`config.mk`:
```
export PLATFORM = sky130hd
export DESIGN_NAME = bus_cycle_terminator
export DESIGN_NICKNAME = d
export VERILOG_FILES = /design/src/rtl/bus_cycle_terminator_pkg.sv /design/src/rtl/bus_cycle_terminator_sync.sv /design/src/rtl/bus_cycle_terminator.sv
export SDC_FILE = /design/constraint.sdc
export NUM_CORES = 1
export LEC_CHECK = 0
export ABC_AREA = 1
export BUFFER_PORTS_ARGS = -buffer_cell sky130_fd_sc_hd__buf_2
export CAP_MARGIN = 20
export CORE_MARGIN = 1
export CORE_UTILIZATION = 45
export DETAILED_ROUTE_END_ITERATION = 6
export PLACE_DENSITY = 0.61
export RECOVER_POWER = 25
export SYNTH_ARGS = -nofsm -noshare
export SYNTH_HDL_FRONTEND = slang
export SYNTH_HIERARCHICAL = 1
export SYNTH_SLANG_ARGS = --single-unit
```
`constraint.sdc`:
```
create_clock -name clock -period 2.6 [get_ports clock]
set_input_delay 0.26 -clock clock [delete_from_list [all_inputs] [get_ports clock]]
set_output_delay 0.26 -clock clock [all_outputs]
set_load 0.02 [all_outputs]
```
`src/rtl/bus_cycle_terminator_pkg.sv`:
```
// Shared encodings for the 68030 bus cycle terminator: signal polarity,
// DSACK port-size codes, FSM states and cycle source classes.
package bus_cycle_terminator_pkg;

    localparam logic ACTIVE   = 1'b0;
    localparam logic INACTIVE = 1'b1;

    localparam logic [1:0] DSACK_32   = 2'b00;
    localparam logic [1:0] DSACK_16   = 2'b01;
    localparam logic [1:0] DSACK_8    = 2'b10;
    localparam logic [1:0] DSACK_NONE = 2'b11;

    localparam int CNT_W = 8;

    typedef enum logic [1:0] {
        IDLE = 2'd0,
        WAIT = 2'd1,
        ACK  = 2'd2,
        BERR = 2'd3
    } state_e;

    // Who is expected to end the current cycle
    typedef enum logic [1:0] {
        SRC_LOCAL = 2'd0,
        SRC_VME   = 2'd1,
        SRC_NONE  = 2'd2
    } src_e;

endpackage

```
`src/rtl/bus_cycle_terminator_sync.sv`:
```
// Two-flop synchroniser for asynchronous active-low VME strobes.
// Resets to the inactive level so a reset never looks like a strobe.
module async_input_sync (
    input  logic clock,
    input  logic n_reset,
    input  logic d_i,
    output logic q_o
);

    logic meta_q;
    logic sync_q;

    // Shift the raw input through two flops to settle metastability
    always_ff @(posedge clock or negedge n_reset) begin
        if (!n_reset) begin
            meta_q <= 1'b1;
            sync_q <= 1'b1;
        end else begin
            meta_q <= d_i;
            sync_q <= meta_q;
        end
    end

    assign q_o = sync_q;

endmodule

```
`src/rtl/bus_cycle_terminator.sv`:
```
// Responder side of the 68030 local bus: terminates every cycle with DSACK
// (port-size encoded) after per-device wait states, forwards VME DTACK/BERR,
// and raises BERR when nothing answers within the timeout window.
module bus_cycle_terminator
    import bus_cycle_terminator_pkg::*;
#(
    parameter int RAM_WAIT    = 1,
    parameter int ROM_WAIT    = 3,
    parameter int SERIAL_WAIT = 4,
    parameter int TIMEOUT     = 255
) (
    input  logic       clock,
    input  logic       n_reset,
    input  logic       cpu_as,
    input  logic       request_ram,
    input  logic       request_rom,
    input  logic       request_serial,
    input  logic       request_vme,
    input  logic       vme_dtack,
    input  logic       vme_berr,
    output logic [1:0] cpu_dsack,
    output logic       cpu_berr
);

    localparam logic [CNT_W-1:0] RAM_CNT = CNT_W'(RAM_WAIT);
    localparam logic [CNT_W-1:0] ROM_CNT = CNT_W'(ROM_WAIT);
    localparam logic [CNT_W-1:0] SER_CNT = CNT_W'(SERIAL_WAIT);
    localparam logic [CNT_W-1:0] TMO_CNT = CNT_W'(TIMEOUT);

    state_e           state_q;
    src_e             src_q;
    logic [1:0]       port_q;
    logic [1:0]       dsack_q;
    logic             berr_q;
    logic [CNT_W-1:0] wait_q;
    logic [CNT_W-1:0] tmo_q;
    logic             dtack_s;
    logic             berr_s;

    async_input_sync u_sync_dtack (
        .clock   (clock),
        .n_reset (n_reset),
        .d_i     (vme_dtack),
        .q_o     (dtack_s)
    );

    async_input_sync u_sync_berr (
        .clock   (clock),
        .n_reset (n_reset),
        .d_i     (vme_berr),
        .q_o     (berr_s)
    );

    // Cycle FSM with registered DSACK/BERR; abort beats every termination,
    // VME BERR beats DTACK, and any ACK beats a coincident timeout.
    always_ff @(posedge clock or negedge n_reset) begin
        if (!n_reset) begin
            state_q <= IDLE;
            src_q   <= SRC_NONE;
            port_q  <= DSACK_NONE;
            dsack_q <= DSACK_NONE;
            berr_q  <= INACTIVE;
            wait_q  <= '0;
            tmo_q   <= '0;
        end else begin
            case (state_q)
                IDLE: begin
                    if (cpu_as == ACTIVE) begin
                        state_q <= WAIT;
                        tmo_q   <= '0;
                        wait_q  <= '0;
                        if (request_ram == ACTIVE) begin
                            src_q  <= SRC_LOCAL;
                            port_q <= DSACK_32;
                            wait_q <= RAM_CNT;
                        end else if (request_rom == ACTIVE) begin
                            src_q  <= SRC_LOCAL;
                            port_q <= DSACK_16;
                            wait_q <= ROM_CNT;
                        end else if (request_serial == ACTIVE) begin
                            src_q  <= SRC_LOCAL;
                            port_q <= DSACK_8;
                            wait_q <= SER_CNT;
                        end else if (request_vme == ACTIVE) begin
                            src_q  <= SRC_VME;
                            port_q <= DSACK_32;
                        end else begin
                            src_q  <= SRC_NONE;
                            port_q <= DSACK_NONE;
                        end
                    end
                end
                WAIT: begin
                    // Both counters saturate rather than wrap
                    if (tmo_q != '1) tmo_q <= tmo_q + 1'b1;
                    if (wait_q != '0) wait_q <= wait_q - 1'b1;
                    if (cpu_as == INACTIVE) begin
                        state_q <= IDLE;
                    end else if (src_q == SRC_VME && berr_s == ACTIVE) begin
                        state_q <= BERR;
                        berr_q  <= ACTIVE;
                    end else if ((src_q == SRC_VME && dtack_s == ACTIVE) ||
                                 (src_q == SRC_LOCAL && wait_q == '0)) begin
                        state_q <= ACK;
                        dsack_q <= port_q;
                    end else if (tmo_q == TMO_CNT) begin
                        state_q <= BERR;
                        berr_q  <= ACTIVE;
                    end
                end
                ACK: begin
                    if (cpu_as == INACTIVE) begin
                        state_q <= IDLE;
                        dsack_q <= DSACK_NONE;
                    end
                end
                BERR: begin
                    if (cpu_as == INACTIVE) begin
                        state_q <= IDLE;
                        berr_q  <= INACTIVE;
                    end
                end
                default: state_q <= IDLE;
            endcase
        end
    end

    assign cpu_dsack = dsack_q;
    assign cpu_berr  = berr_q;

endmodule

```
-- Word level (Yosys, flattened, before mapping)
Cells that the tools add are included.
- register bits after elaboration: 29
- bits of input ports: 9
- output and inout port bits: 3
- $add $sub $neg: 2
- equal/unequal tests: 18
- multiplexer cells: 35
- bitwise gates (word level): 3
- reduce and logical (&&, ||, !) cells: 18
- operators with widths (operator ; number):
    2-to-1 mux 2 bit ; 18
    2-to-1 mux 8 bit ; 4
    one-hot mux 8 bit (2 select lines) ; 2
    != test 2 bit (second input constant) ; 8
    AND reduction 5 bit ; 2
    2-to-1 mux 3 bit ; 3
    AND reduction 3 bit ; 3
    adder 8 x 1 -> 8 bit (second input constant) ; 1
    == test 8 bit (second input constant) ; 1
    logical NOT 8 bit ; 1
    != test 8 bit (second input constant) ; 1
    nonzero test 8 bit ; 1
    subtractor 8 x 1 -> 8 bit (second input constant) ; 1
    != test 3 bit (second input constant) ; 2
    one-hot mux 2 bit (3 select lines) ; 1
    nonzero test 2 bit ; 3
    2-to-1 mux 1 bit ; 5
    != test 5 bit (second input constant) ; 1
    == test 2 x 1 -> 1 bit (second input constant) ; 2
    == test 2 bit (second input constant) ; 2
    logical NOT 2 bit ; 2
    one-hot mux 2 bit (2 select lines) ; 1
    logical AND 1 bit ; 3
    inverter 1 bit ; 3
    other kinds (5) ; 5

-- Depth between registers and ports, before layout
Gate-level depths: netlist (run 1).
- depth after elaboration: 7
- gate-level depth with buffers: 11
- mapped depth without buffers: 11

-- Modules after synthesis
The synthesis (run 1) kept the hierarchy.
- modules (own cells, without submodules) (module ; instances ; cells each ; area an instance (sq um) ; sequential area each (sq um)):
    bus_cycle_terminator ; 1 ; 193 ; 1448.9 ; 633.1
    async_input_sync ; 2 ; 2 ; 52.6 ; 52.6

-- Least setup slack after synthesis (run 1)
Ideal clock, no wire load.
- path type: reg-to-reg
- from: reg tmo_q[0]
- to: reg tmo_q[7]
- setup time: 131 ps
- data arrival time: 1305 ps
- data required time: 2469 ps
- slack: 1164 ps
- cell stages (with the launch flop): 10
- period minus slack after synthesis: 1436 ps
- cells stage by stage: dfrtp_1 > ha_1 > nand2_1 > nor2_1 > nand2_1 > nand2_2 > nor2_1 > nand2_1 > o21ai_0 > a21oi_1
- word-level cells in the longest chain between the ends: 3
- ends and longest elaborated chain (what ; RTL line ; text):
    from (decl) ; bus_cycle_terminator.sv:36 ; logic [CNT_W-1:0] tmo_q;
    from (signal assigned) ; bus_cycle_terminator.sv:95 ; if (tmo_q != '1) tmo_q <= tmo_q + 1'b1;
    adder 8 x 1 -> 8 bit / != test 8 bit (equally long branches) ; bus_cycle_terminator.sv:95 ;
    2-to-1 mux 8 bit / != test 2 bit (equally long branches) ; n/a ;
    one-hot mux 8 bit (2 select lines) / AND reduction 3 bit (equally long branches) ; n/a ;
Parallel ways exist; a longest one is shown, timed or not. The select of a mux whose other input is x is not followed.
A chain may end at the register's enable or synchronous reset.

-- Worst setup path in the final report (run 1)
- from: reg state_q[0]
- to: reg wait_q[5]
- word-level cells in the longest chain between the ends: 3
- ends and longest elaborated chain (what ; RTL line ; text):
    from (decl) ; bus_cycle_terminator.sv:30 ; state_e state_q;
    from (signal assigned) ; bus_cycle_terminator.sv:58 ; state_q <= IDLE;
    from (signal assigned) ; bus_cycle_terminator.sv:69 ; state_q <= WAIT;
    from (signal assigned) ; bus_cycle_terminator.sv:98 ; state_q <= IDLE;
    == test 2 x 1 -> 1 bit / logical NOT 2 bit (equally long branches) ; bus_cycle_terminator.sv:66 ; case (state_q)
    != test 2 bit (no line) / nonzero test 2 bit (equally long branches) ; n/a ;
    AND reduction 3 bit (no line) ; n/a ;
    to (signal assigned) ; bus_cycle_terminator.sv:96 ; if (wait_q != '0) wait_q <= wait_q - 1'b1;
    to (decl) ; bus_cycle_terminator.sv:35 ; logic [CNT_W-1:0] wait_q;
Parallel ways exist; a longest one is shown, timed or not.

==> flow_summary.toml, run 1 <==
[run_status]
run_status = "finished, violations left"
violations = "capacitance limit, slew limit"

[cts]
cts.clk_slew.worst_paths_ps = 100
htreeDepth = 2
cts.sink_count = 29
worst_skew_pair_later_pin_latency_ps = 340
clock_tree.buffer_depth = 2
cts_resized = 0
cts_made_buffers = 5
postCtsSetupRepairBufs = 0
cts_root_buf = "clkbuf_4"
cts_tree = "yes"

[global_routing]
globalRouteMet1Util_pct = 25.50
grt_remaining_overflow = 0
groute.usage.overall_pct = 20.37
grt_pass1_wl_um = 5375
grt_busiest_layer = "met2"
antenna_found_initial = 0
grt_pass1_vias = 1284
largest_net_degree_at_the_start_of_global_routing = 30
grt_use_met2_pct = 33.28
groute.layer.met3.usage_pct = 4.691

[worst_setup_path]
crit_path_end_kind = "flip-flop"
critPathArrivalTime_ps = 1950
cp.required_ps = 2820
r2r_cells = 5
library_cell_contributing_the_largest_single_delay_on_the_critical_path = "dfrtp_1"
worstPathMaxFanout = 14
max_stage_delay_ps = 430
worstReg2RegStart = "state_q[0]"
timing.critical_path.cells = "inv_2, nor2_4, inv_2, o21ai_4, mux2_2"
timing.critical_path.from = "state_q[0]"
timing.setup.critical_path_class = "reg -> reg"
critPathLaunchType = "flip-flop"
cpMostUsedCell = "inv_2"

[layout]
n_fill_cell = 309
finalNetCount = 226
syn2layout_area_growth_pct = 10.39
post_route_cells_drive_above_1_share_pct = 18.60
finish.utilization_pct = 54.40
insertedDiodeCount = 0

[drt]
ant_nets = 0
drcViolationCount = 0
postRouteWirelength_um = 3164
avgViaCountPerCell = 5.069
routed_wire_length_per_instance_um = 12.22
detailroute.via_count = 1313
dr.first_iter.drc_count = 70
first_pass_iters = 4

[placed_design]
place.port_buffers = 11
place_congestion = 0.8485
dpl.hpwl_um = 2314

[timing]
tightest_slew_ps = 1520
fin_crit_sh_pct = 66.40
relSlewSlack_pct = -1.329
fin_crit_ps = 1726
sum_of_negative_setup_slack_ps = 0
hold_viol = 0
final-setup-viol-count = 0
clock-skew-final_ps = 16.15
grt_setup_unrepaired = "false"
max_clock_freq_mhz = 579.3
drv_slew = 30

[yosys]
synth-edff-count = 0
synthesis.area_per_instance_um2 = 7.888
asyncSetResetFlopFracSynth_pct = 100.0
library_cell_with_the_largest_summed_area_after_synthesis = "dfrtp_1"
yosysWarningCount = 6
synth_compound_gate_area_share_pct = 9.018
fraction_of_synthesized_area_in_multiplexers_pct = 0.7246
post_synth_and_or_nand_nor_area_fraction_pct = 30.43
synthesized_flop_and_latch_total = 29
seq_area_frac_synth_pct = 47.50
post_synth_fa_ha_maj_area_fraction_pct = 2.415
netlist_instances = 197
dominant_combinational_cell_family_by_area_after_synthesis = "simple AND/OR/NAND/NOR gates"
synth.distinct_cells = 26
leading_cell_types_by_total_area_after_synthesis = "dfrtp_1, dfstp_2, nand2_1"
synthesis.nets = 209
synth_top_area_share_pct = 30.60
synth_xor_xnor_area_share_pct = 3.382
syn_area_um2 = 1554
synth_flop_cell = "dfrtp_1"

[worst_hold_path]
hold_path_depth = 1
timing.hold.worst.class = "in -> reg"
worstHoldStart = "vme_berr"

[pwr]
power.density_nw_per_um2 = 1061
design_power_total_w = 0.001819
worst_ir_drop_vdd_mv = 0.4714
leakage_nw = 0.8207

[floorplanning]
ioPinCount = 12
floorplan.initialDensity_pct = 49.29
rows = 20
die_area_um2 = 3692
coreArea_um2 = 3153
chipWidth_um = 60.77
die_height_um = 60.77

[job]
max_cap_violations = 1
[layout by cell type, fill, tap and decap left out, drive strengths merged, types with 3 or more instances in the layout]
master	synthesis	final
inv	22	22
xor2	6	6
dfstp	10	10
o21ai	19	19
nand2	53	53
dfrtp	19	19
clkbuf	0	9
nand3	19	19
nor2	31	31
a21oi	4	4
buf	2	10
ha	3	3
[final timing paths]
check                      slack (ps)                  to
max                               870           wait_q[5]
min reg2reg                       360     u_sync_berr/q_o
max reg2reg                       870           wait_q[5]
min in group asynchronous         810            tmo_q[0]
min                                20  u_sync_berr/meta_q
max in group asynchronous         890            src_q[0]
[Yosys cell counts, types with 2 or more instances]
library cell and instances:
nor3_1 2, dfrtp_1 19, o21ai_1 2, nor2_4 2, o21ai_0 16, a21oi_1 4, nand3_1 18, inv_1 18
nor2_2 2, inv_2 3, nand4_1 2, dfstp_2 10, ha_1 3, or2_2 2, xor2_1 6, nand2_1 52
nor2_1 27
[repair_timing]
item                                    in CTS  in global routing
endpoints found under the setup margin       0                  0
hold buffers                                 1                  0
hold endpoints to repair                    19                  0
[worst max-delay path: cells and delay by family, from the launching register on]
family / cells / cell delay [ps]
and+or+nand+nor: 1 / 240
DFF: 1 / 430
AOI/OAI and AO/OA: 1 / 340
muxes: 1 / 380
buffers and inverters: 2 / 220
[sequential cells by signal, summed over array words and instances (netlist names)]
register,count
tmo_q,8
cpu_berr,1
u_sync_berr/q_o,1
u_sync_dtack/meta_q,1
port_q,2
cpu_dsack,2
src_q,2
wait_q,8
u_sync_berr/meta_q,1
u_sync_dtack/q_o,1
state_q,2
[area by class of cell]
class	instances	area, um2	area share (%)
Inverter	22	85.08	4.960
Multi-Input combinational cell	144	714.4	41.65
Clock buffer	8	58.81	3.428
Tap cell	44	55.05	3.209
Timing Repair Buffer	12	63.81	3.720
Sequential cell	29	738.2	43.03
[metal layers]
metal,share of wire (%),vias to the layer above
li1,-,670
met1,45,608
met2,49,30
met3,4.9,5
met4,1.3,0
met5,0,-
[per-stage QoR]
stage               hold slack, ps  instances  area, um2  setup WS (ps)
finish                       24.13        259       1715          873.7
detailed placement           321.2        250       1648          919.5
floorplan                   -35.59        197       1554           1164
global placement             314.3        250       1648          955.9
global route                 11.71        259       1715          527.8
CTS                          16.54        259       1717          892.3
[kinds of logic (layout without fill, tap and decap cells)]
group	Yosys count	count (layout)
AOI/OAI and AO/OA	25	25
xor gates and xnor gates	6	6
adders and majority gates	3	3
buffers and inverters	24	42
DFF	29	29
muxes	1	1
and+or+nand+nor	109	109
[power breakdown]
part / internal (W) / switching [W]
Combinational: 0.000278 / 0.000548
Sequential: 0.000601 / 0.000103
Clock: 0.000133 / 0.000156
Note: power is estimated with default switching activity, not from simulation.
==> run 2: changes to the inputs <==
Settings changed: PLACE_DENSITY 0.61 to 0.63.
Clock period 2.6 ns to 1.4 ns, I/O delays scaled along.
==> run 2 against run 1 <==
The flow finishes with violations (setup timing); sequential share of layout area decreased by 8.7 points; die area stayed put; utilization up 14 points; clock-buffer cell count did not move; flip-flop and latch count unchanged; highest routed layer unchanged; first-iteration DRC count rose by 27%.
==> flow_summary.toml, run 2 (synthesis results as in run 1) <==
[worst_setup_path]
worstReg2RegStart = "tmo_q[1]"
critPathLaunchType = "flip-flop"
max_stage_delay_ps = 380
ff2ff_setup_slack_ps = -60
timing.critical_path.from = "tmo_q[1]"
cpMostUsedCell = "nand2_1"
timing.setup.critical_path_class = "reg -> reg"
library_cell_contributing_the_largest_single_delay_on_the_critical_path = "dfrtp_1"
timing.critical_path.cells = "ha_2, nand2_2, nor2_4, nand2_4, nand2_4, nor2_4, nand2_1, nand2_1, o21ai_1, nand2_1"
cp.required_ps = 1650
crit_path_end_kind = "flip-flop"
critPathArrivalTime_ps = 1700
worstPathMaxFanout = 7

[timing]
fin_crit_sh_pct = 104.0
clock-skew-final_ps = 20.15
drv_slew = 0
hold_viol = 0
max_clock_freq_mhz = 686.7
relSlewSlack_pct = 52.74
fin_crit_ps = 1456
tightest_slew_ps = 708.8
post-route-worst-setup-slack_ps = -56.23
grt_setup_unrepaired = "true"
final-setup-viol-count = 6

[drt]
drcViolationCount = 0
routed_wire_length_per_instance_um = 12.77
first_pass_iters = 4
ant_nets = 0
postRouteWirelength_um = 3753
dr.first_iter.drc_count = 89
avgViaCountPerCell = 4.980
detailroute.via_count = 1464

[placed_design]
dpl.hpwl_um = 2442
place.port_buffers = 11
area_post_placement_um2 = 1821
place_congestion = 0.9041

[layout]
reg.largest.list = "tmo_q (8), wait_q (8)"
final_cell_area_um2 = 2151
n_fill_cell = 264
post_route_cells_drive_above_1_share_pct = 42.80
insertedDiodeCount = 0
final_common_cell = "nand2_1"
finalNetCount = 261
syn2layout_area_growth_pct = 38.41
layout.cells.most_common_list = "nand2_1, buf_4, dfrtp_1"

[pwr]
worst_ir_drop_vdd_mv = 1.050
power.density_nw_per_um2 = 2009
leakage_nw = 1.041
design_power_total_w = 0.004322

[global_routing]
groute.usage.overall_pct = 23.11
largest_net_degree_at_the_start_of_global_routing = 30
grt_pass1_vias = 1363
antenna_found_initial = 0
grt_remaining_overflow = 0
grt_pass1_wl_um = 6009

[worst_hold_path]
timing.hold.worst.class = "in -> reg"
worstHoldStart = "request_rom"

[run_status]
violations = "setup timing"
run_status = "finished, violations left"

[cts]
cts.clk_slew.worst_paths_ps = 100
clock_tree.buffer_depth = 2
cts_tree = "yes"
cts_made_buffers = 5
cts.sink_count = 29
worst_skew_pair_later_pin_latency_ps = 360
htreeDepth = 2
cts_root_buf = "clkbuf_4"

[floorplanning]
coreArea_um2 = 3153
die_area_um2 = 3692
die_height_um = 60.77
rows = 20
chipWidth_um = 60.77
floorplan.initialDensity_pct = 49.29
ioPinCount = 12

[job]
max_cap_violations = 0
==> run 2: what timing repair did <==
| action | 4_1_cts | 5_1_grt |
|---|---|---|
| resized for setup | 8 | 42 |
| endpoints found under the setup margin | 6 | 20 |
| hold buffers | 3 | 0 |
| hold endpoints to repair | 21 | 0 |
| pin swaps | 6 | 20 |
| setup buffers | 5 | 5 |
==> run 2: cell type report <==
| cell class | instances | area, um2 | share of cell area, % |
|---|---|---|---|
| clock buffers | 8 | 58.81 | 2.734 |
| inverters | 22 | 85.08 | 3.956 |
| multi-input cells | 144 | 868.3 | 40.37 |
| flip-flops and latches | 29 | 739.5 | 34.38 |
| well taps | 44 | 55.05 | 2.560 |
| repair buffers | 47 | 344.1 | 16.00 |
==> run 2: path summary, 6_finish.rpt <==
kind	to	cells past startpoint
min in group asynchronous	tmo_q[5]	2
hold reg to reg	u_sync_dtack/q_o	0
setup reg to reg	state_q[0]	10
max in group asynchronous	state_q[1]	2
hold / removal	port_q[1]	3
setup / recovery	state_q[0]	10
==> run 2: power breakdown <==
part           internal, W  leakage (nW)  switching (W)
Combinational      0.00112         0.654        0.00134
Sequential         0.00112         0.355       0.000185
Clock             0.000247        0.0326       0.000313
==> run 2: through the flow <==
stage	utilization [%]	worst slack (ps)	TNS, ps	cells	hold WS (ps)
global route	68.21	-142.0	-1254	294	68.81
finish	68.21	-56.23	-249.6	294	49.10
floorplan	-	16.25	0	197	-155.6
detailed placement	57.74	-85.05	-314.9	273	204.6
CTS	62.34	-48.85	-96.59	289	39.62
global placement	57.74	-5.188	-13.53	273	198.3
==> run 2: routing by layer <==
metal	global-route usage [%]	share of wire, %	up-vias
li1	-	-	730
met1	28.24	44	685
met2	37.68	49	37
met3	4.478	3.7	12
met4	14.29	3.2	0
met5	0	0	-
==> run 2: critical path: cells and delay by family (launching register included) <==
kind	cells	cell delay, ps
compound gates	1	120
flops	1	380
simple gates	8	640
fa+ha+maj	1	200
